<file path="src/rtl/shift_deserializer_pkg.sv">
// Shared types and constants for the serial-to-parallel deserializer.
package shift_deserializer_pkg;

  localparam int DEFAULT_WIDTH = 4;

  // IDLE: no bits of the current word held; SHIFT: 1..WIDTH-1 bits held.
  typedef enum logic {
    IDLE  = 1'b0,
    SHIFT = 1'b1
  } state_e;

endpackage

</file>
<file path="src/rtl/deser_bit_counter.sv">
// Counts accepted serial bits within a word and flags the last bit position.
module deser_bit_counter
  import shift_deserializer_pkg::*;
#(
  parameter int WIDTH = DEFAULT_WIDTH,
  localparam int CW   = (WIDTH > 2) ? $clog2(WIDTH) : 1
) (
  input  logic clk,
  input  logic rst,
  input  logic clr,
  input  logic en,
  output logic tc
);

  logic [CW-1:0] cnt_q;
  logic [CW-1:0] cnt_d;

  assign tc = (cnt_q == CW'(WIDTH - 1));

  // Next count: a clear restarts the word, and a bit arriving with the clear
  // is already bit 1 of the new word; wrap to 0 after the last bit.
  always_comb begin
    cnt_d = cnt_q;
    if (clr) begin
      cnt_d = en ? CW'(1) : '0;
    end else if (en) begin
      cnt_d = tc ? '0 : cnt_q + 1'b1;
    end
  end

  // Count register with synchronous reset.
  always_ff @(posedge clk) begin
    if (rst) begin
      cnt_q <= '0;
    end else begin
      cnt_q <= cnt_d;
    end
  end

endmodule

</file>
<file path="src/rtl/shift_deserializer.sv">
// Serial-to-parallel deserializer with selectable bit order, frame sync,
// a single-entry output register and a sticky overrun flag.
//
// Output handshake: Data_Out is offered while Out_Valid = 1 and is taken on
// any cycle where Out_Valid = 1 and Out_Ready = 1; Data_Out stays stable
// until taken, and a word completing while an untaken word is held is
// dropped and recorded in Overrun.
module shift_deserializer
  import shift_deserializer_pkg::*;
#(
  parameter int WIDTH = DEFAULT_WIDTH
) (
  input  logic             clk,
  input  logic             rst,
  input  logic             Ser_In,
  input  logic             Ser_Valid,
  input  logic             Dir,
  input  logic             Sync,
  input  logic             Out_Ready,
  input  logic             Clr_Ovr,
  output logic [WIDTH-1:0] Data_Out,
  output logic             Out_Valid,
  output logic             Busy,
  output logic             Overrun
);

  state_e           state_q, state_d;
  logic [WIDTH-1:0] sh_q, sh_d;
  logic             dir_q, dir_d;
  logic [WIDTH-1:0] data_q, data_d;
  logic             out_valid_q, out_valid_d;
  logic             ovr_q, ovr_d;

  logic             tc;
  logic             first_bit;
  logic             dir_eff;
  logic [WIDTH-1:0] sh_base;
  logic [WIDTH-1:0] sh_next;
  logic             word_done;
  logic             consume;
  logic             ovr_event;

  deser_bit_counter #(.WIDTH(WIDTH)) u_cnt (
    .clk (clk),
    .rst (rst),
    .clr (Sync),
    .en  (Ser_Valid),
    .tc  (tc)
  );

  assign Data_Out  = data_q;
  assign Out_Valid = out_valid_q;
  assign Busy      = (state_q == SHIFT);
  assign Overrun   = ovr_q;

  // Shift path: the order bit is taken live on the first bit of a word
  // (from IDLE, or the bit arriving with Sync) and held for the rest.
  always_comb begin
    first_bit = Sync || (state_q == IDLE);
    dir_eff   = first_bit ? Dir : dir_q;
    sh_base   = Sync ? '0 : sh_q;
    sh_next   = dir_eff ? {sh_base[WIDTH-2:0], Ser_In}
                        : {Ser_In, sh_base[WIDTH-1:1]};
    word_done = Ser_Valid && tc && !Sync;

    state_d = state_q;
    sh_d    = sh_q;
    dir_d   = dir_q;
    if (Sync) begin
      sh_d    = '0;
      state_d = IDLE;
    end
    if (Ser_Valid) begin
      dir_d = dir_eff;
      if (word_done) begin
        sh_d    = '0;
        state_d = IDLE;
      end else begin
        sh_d    = sh_next;
        state_d = SHIFT;
      end
    end
  end

  // Output register: a completed word loads if the slot is empty or being
  // taken this same cycle; otherwise it is dropped and Overrun is raised.
  always_comb begin
    consume     = out_valid_q && Out_Ready;
    data_d      = data_q;
    out_valid_d = out_valid_q;
    ovr_event   = 1'b0;
    if (consume) begin
      out_valid_d = 1'b0;
    end
    if (word_done) begin
      if (!out_valid_q || consume) begin
        data_d      = sh_next;
        out_valid_d = 1'b1;
      end else begin
        ovr_event = 1'b1;
      end
    end
    ovr_d = (ovr_q && !Clr_Ovr) || ovr_event;
  end

  // State and datapath registers with synchronous reset.
  always_ff @(posedge clk) begin
    if (rst) begin
      state_q     <= IDLE;
      sh_q        <= '0;
      dir_q       <= 1'b0;
      data_q      <= '0;
      out_valid_q <= 1'b0;
      ovr_q       <= 1'b0;
    end else begin
      state_q     <= state_d;
      sh_q        <= sh_d;
      dir_q       <= dir_d;
      data_q      <= data_d;
      out_valid_q <= out_valid_d;
      ovr_q       <= ovr_d;
    end
  end

endmodule

</file>
<file path="config.mk">
export PLATFORM = sky130hd
export DESIGN_NAME = shift_deserializer
export DESIGN_NICKNAME = d
export VERILOG_FILES = /design/src/rtl/shift_deserializer_pkg.sv /design/src/rtl/deser_bit_counter.sv /design/src/rtl/shift_deserializer.sv
export SDC_FILE = /design/constraint.sdc
export NUM_CORES = 1
export LEC_CHECK = 0
export ABC_AREA = 1
export CAP_MARGIN = 20
export CORE_MARGIN = 3
export CORE_UTILIZATION = 43
export CTS_CLUSTER_DIAMETER = 40
export DETAILED_ROUTE_END_ITERATION = 10
export GPL_TIMING_DRIVEN = 0
export PLACE_DENSITY_LB_ADDON = 0.2
export SLEW_MARGIN = 30
export SYNTH_ARGS = -nofsm -noshare
export SYNTH_HDL_FRONTEND = slang
export SYNTH_SLANG_ARGS = --single-unit
</file>
<file path="constraint.sdc">
create_clock -name clk -period 1 [get_ports clk]
set_input_delay 0.3 -clock clk [delete_from_list [all_inputs] [get_ports clk]]
set_output_delay 0.3 -clock clk [all_outputs]
set_load 0.05 [all_outputs]
</file>
### Word level (Yosys, flattened, before mapping)

Index checks and enable logic that the tools add are counted.

| word-level totals | value |
|---|---|
| bits in registers | 14 |
| bits of input ports | 8 |

| operators by class | value |
|---|---|
| $add $sub $neg | 1 |
| multiplexer cells | 17 |
| reduce and logical (&&, ||, !) cells | 12 |
| eq/ne operators | 1 |
| bitwise operators | 1 |

Operator list:

| kind | number |
|---|---|
| $mux W4 | 4 |
| $mux W1 | 10 |
| $mux W2 | 3 |
| $logic_and A1 B1 Y1 | 4 |
| $logic_not A1 Y1 | 3 |
| $logic_or A1 B1 Y1 | 3 |
| $add A2 B1 Y2 const B | 1 |
| $eq A2 B2 Y1 const B | 1 |
| $reduce_and A2 Y1 | 1 |
| $reduce_bool A2 Y1 | 1 |
| $not A1 Y1 | 1 |

### Depth between registers and ports, before layout

| logic depth | value |
|---|---|
| word-level depth | 6 |
| mapped depth | 8 |

### Modules after synthesis

Synthesis repeated with hierarchy kept, for this count alone.

| unflattened totals | value |
|---|---|
| cells, all modules | 101 |
| area, all modules | 699.4 µm² |

By module, submodules not included:

| module | instances | cells each | area an instance (µm²) |
|---|---|---|---|
| shift_deserializer | 1 | 89 | 598.1 |
| deser_bit_counter | 1 | 12 | 101.3 |

### Least setup slack after synthesis

No wires, ideal clock.

| timing | value |
|---|---|
| path kind | register to register |
| start point | register out_valid_q (netlist: Out_Valid) |
| end point | register data_q[2] (netlist: Data_Out[2]) |
| setup slack | -341 ps |
| data arrival time | 1,233 ps |
| setup time | 109 ps |
| required time | 891 ps |
| stages on the path, launching flop included | 8 |
| cells stage by stage | dfxtp_1 > inv_1 > nor2_2 > nor2_8 > nor2_1 > nor2_1 > nand2_1 > inv_1 |

| between the ends | value |
|---|---|
| longest elaborated chain between the ends | 3 |

RTL lines:

| what | line | text |
|---|---|---|
| start, declared | shift_deserializer.sv:31 | `logic out_valid_q, out_valid_d;` |
| start signal, assigned | shift_deserializer.sv:120 | `out_valid_q <= out_valid_d;` |
| $logic_not A1 Y1 / $logic_and A1 B1 Y1 (equally long branches) | shift_deserializer.sv:96, shift_deserializer.sv:88 |  |
| $logic_or A1 B1 Y1 * | shift_deserializer.sv:96 | `if (!out_valid_q \|\| consume) begin` |
| $reduce_and A2 Y1 (no line) * | -- |  |
| end signal, assigned | shift_deserializer.sv:119 | `data_q <= data_d;` |
| end, declared | shift_deserializer.sv:30 | `logic [WIDTH-1:0] data_q, data_d;` |

Mark *: on every way between the ends. The rest lies on a longest branch, timed or not.
A chain may end at the register's enable or synchronous reset.

### Worst setup path in the final report

| timing | value |
|---|---|
| start point | register state_q (netlist: Busy) |
| end point | output Busy |

RTL lines:

| what | line | text |
|---|---|---|
| start, declared | shift_deserializer.sv:27 | `state_e state_q, state_d;` |
| start signal, assigned | shift_deserializer.sv:116 | `state_q <= state_d;` |
| end, declared | shift_deserializer.sv:23 | `output logic Busy,` |

No word-level cell between the ends.

==> reports/results.ini <==
[run_status]
status=complete, but fails checks
violations=setup timing

[job]
cap_violations=0

[yosys]
yosys.area.top_type=dfxtp_1
mappedNetlistArea_um2=697
synth_top_area_share_pct=40.2
ys_warn_count=0
syn_inst=99
synth_seq_area_share_pct=40.2
synth_seq_cells=14
avgSynthCellArea_um2=7.04
syn_nets=108
synth_cell_type_count=17
synth_area_leaders=dfxtp_1 40%, nand3_1 14%, nand2_1 12%

[layout]
fin_cells=135
drive_above_1_share_pct=39.2
layout_commonest_cell=nand2_1
final_nets=130
synthToLayoutAreaGrowth_pct=48.8
diodes=0
layout_common_cells=20 x nand2_1, 18 x nand3_1, 9 x inv_1, 9 x nor2_1, 7 x buf_8

[worst_hold_path]
whs_path_depth=2
hold_path_startpoint=rst
min_to=u_cnt.cnt_q[1]$_SDFFE_PP0P_
hold_class=primary input to flop

[die]
fp.dieW_um=46.3
chipHeight_um=46.3
ios=15
initial_utilization_pct=49.2
rows=13
core_area_um2=1420
dieArea_um2=2140

[sta]
tightestPinTransition_ps=264
fin_crit_sh_pct=111
max_freq_mhz=897
period_minus_slack_ps=1110
slew_violations=0
setup_ws_ps=-114
skew_ps=4.07
slew_headroom_pct=82.4
hold_viol=0
rsz0062_at_grt=yes
finalSetupViolCount=18

[pwr]
leakage_nw=0.466
swShare_pct=26.1
power_density_nw_per_um2=1140
clkPwrFrac_pct=34.1
ir_worst_vdd_v=0.000944
internal-power_w=0.000875
power.share.combinational_pct=16.2
switchingPower_w=0.000309
pwr-share-seq_pct=49.8

[placement]
port_buffers=14
dp.cells=128
place_congestion=0.815
hpwlAfterDp_um=1120
place_ws_ps=-562

[critical_path]
path_class=flop to output pin
cp_num_buf_inv=1
end_kind=output pin
crit_chain=buf_8
cp_slowest_cell=dfxtp_4
crit_fanout=4
required_ps=700
arrival_ps=810
reg2reg_to=sh_q[1]$_SDFF_PP0_
worst_path_dominant_cell_family=flip-flops
rr_worst_depth=6
crit_path_start_kind=flop
critPathMaxStageDelay_ps=380
r2r-start=u_cnt.cnt_q[0]$_SDFFE_PP0P_
ff2ff_setup_slack_ps=-110

[clock_network]
cts_num_sinks=14
cts_tree=done
cts_buffers=3
clockBufferDepth=2
clk_latency_ps=280
htreeDepth=1
path_clk_slew_ps=80
root_buffer=clkbuf_4

[detailed_routing]
avgRoutedWirePerCell_um=11.2
wl_um=1510
firstDrtPassIters=5
drc=0
drt-initial-drc-count=15
vias=689
drtAntennaViolNets=0
vias_per_cell=5.10

[global_routing]
overflow=0
grt_max_degree=11
antenna_found_initial=0
grt_pass1_wl_um=2550
grt_use_total_pct=16.7
grt_pass1_vias=619

power groups by stage:
stage               Sequential [W]  Clock (W)  Combinational [W]
finish                    0.000589   0.000403           0.000192
global route              0.000591   0.000446           0.000213
CTS                       0.000590   0.000427           0.000187
detailed placement        0.000601          0           0.000178
global placement          0.000601          0           0.000174
floorplan                 0.000613          0           0.000101
through the flow:
step	instance area [um^2]	hold slack [ps]	setup TNS, ps	utilization [%]	power [W]
2_1_floorplan	729	371	-61.7	-	0.000713
3_3_place_gp	888	454	-9300	62.8	0.000775
3_5_place_dp	888	460	-9790	62.8	0.000780
4_1_cts	993	332	-1480	70.2	0.00120
5_1_grt	1040	337	-2360	73.3	0.00125
6_report	1040	331	-1390	73.3	0.00118
cell usage after synthesis:
cell type and number:
nor3_1 1, inv_2 3, nor2_2 1, nor4_1 1, buf_2 1, dfxtp_1 14, nor2_1 13, nor2_4 1
a211oi_1 1, nand2_1 23, inv_1 10, nand3_1 19, buf_6 1, a21oi_1 7, ha_1 1, nand3_4 1
nor2_8 1
logic make-up (layout without fill, tap and decap cells):
| kind of cell | Yosys count | count (layout) | share of synthesized area [%] |
|---|---|---|---|
| compound gates | 8 | 8 | 6.10 |
| flops | 14 | 14 | 40.2 |
| fa+ha+maj | 1 | 1 | 1.80 |
| simple gates | 61 | 61 | 42.6 |
| buf+inv | 15 | 36 | 9.34 |
routing by layer:
layer  track usage (%)  share of wire (%)  vias up
met5                 0                  0        -
met4              5.11               0.79        0
met3              5.86                5.1        2
met2              28.3                 48       14
met1              19.5                 46      312
li1                  -                  -      361
cell type report:
cell class	instances	area [um^2]
Multi-Input combinational cell	70	417
Fill cell	116	378
Sequential cell	14	299
Timing Repair Buffer	17	196
Inverter	13	51.3
Clock buffer	4	36.3
Buffer	2	18.8
Tap cell	15	18.8
how the worst max path moves through the flow:
| stage | from | endpoint | cells after the start |
|---|---|---|---|
| floorplan | Out_Valid$_SDFF_PP0_ | Data_Out[2]$_SDFFE_PP0P_ | 7 |
| global placement | Sync | Data_Out[0]$_SDFFE_PP0P_ | 9 |
| detailed placement | Ser_Valid | sh_q[3]$_SDFF_PP0_ | 5 |
| CTS | Busy$_SDFFE_PP0P_ | Busy | 1 |
| global route | u_cnt.cnt_q[0]$_SDFFE_PP0P_ | sh_q[2]$_SDFF_PP0_ | 6 |
| finish | Busy$_SDFFE_PP0P_ | Busy | 1 |
flip-flops by register name, indices dropped and copies added (netlist names):
signal,count
Busy,1
Data_Out,4
Out_Valid,1
Overrun,1
dir_q,1
sh_q,4
u_cnt.cnt_q,2
timing repair:
action / 4_1_cts / 5_1_grt
endpoints found under the setup margin: 21 / 19
cloned: 0 / 0
pin swaps: 7 / 6
hold buffers: 0 / 0
resized for setup: 69 / 11
buffers inserted: 2 / 1
No activity file was read; power rests on OpenSTA's default activity.
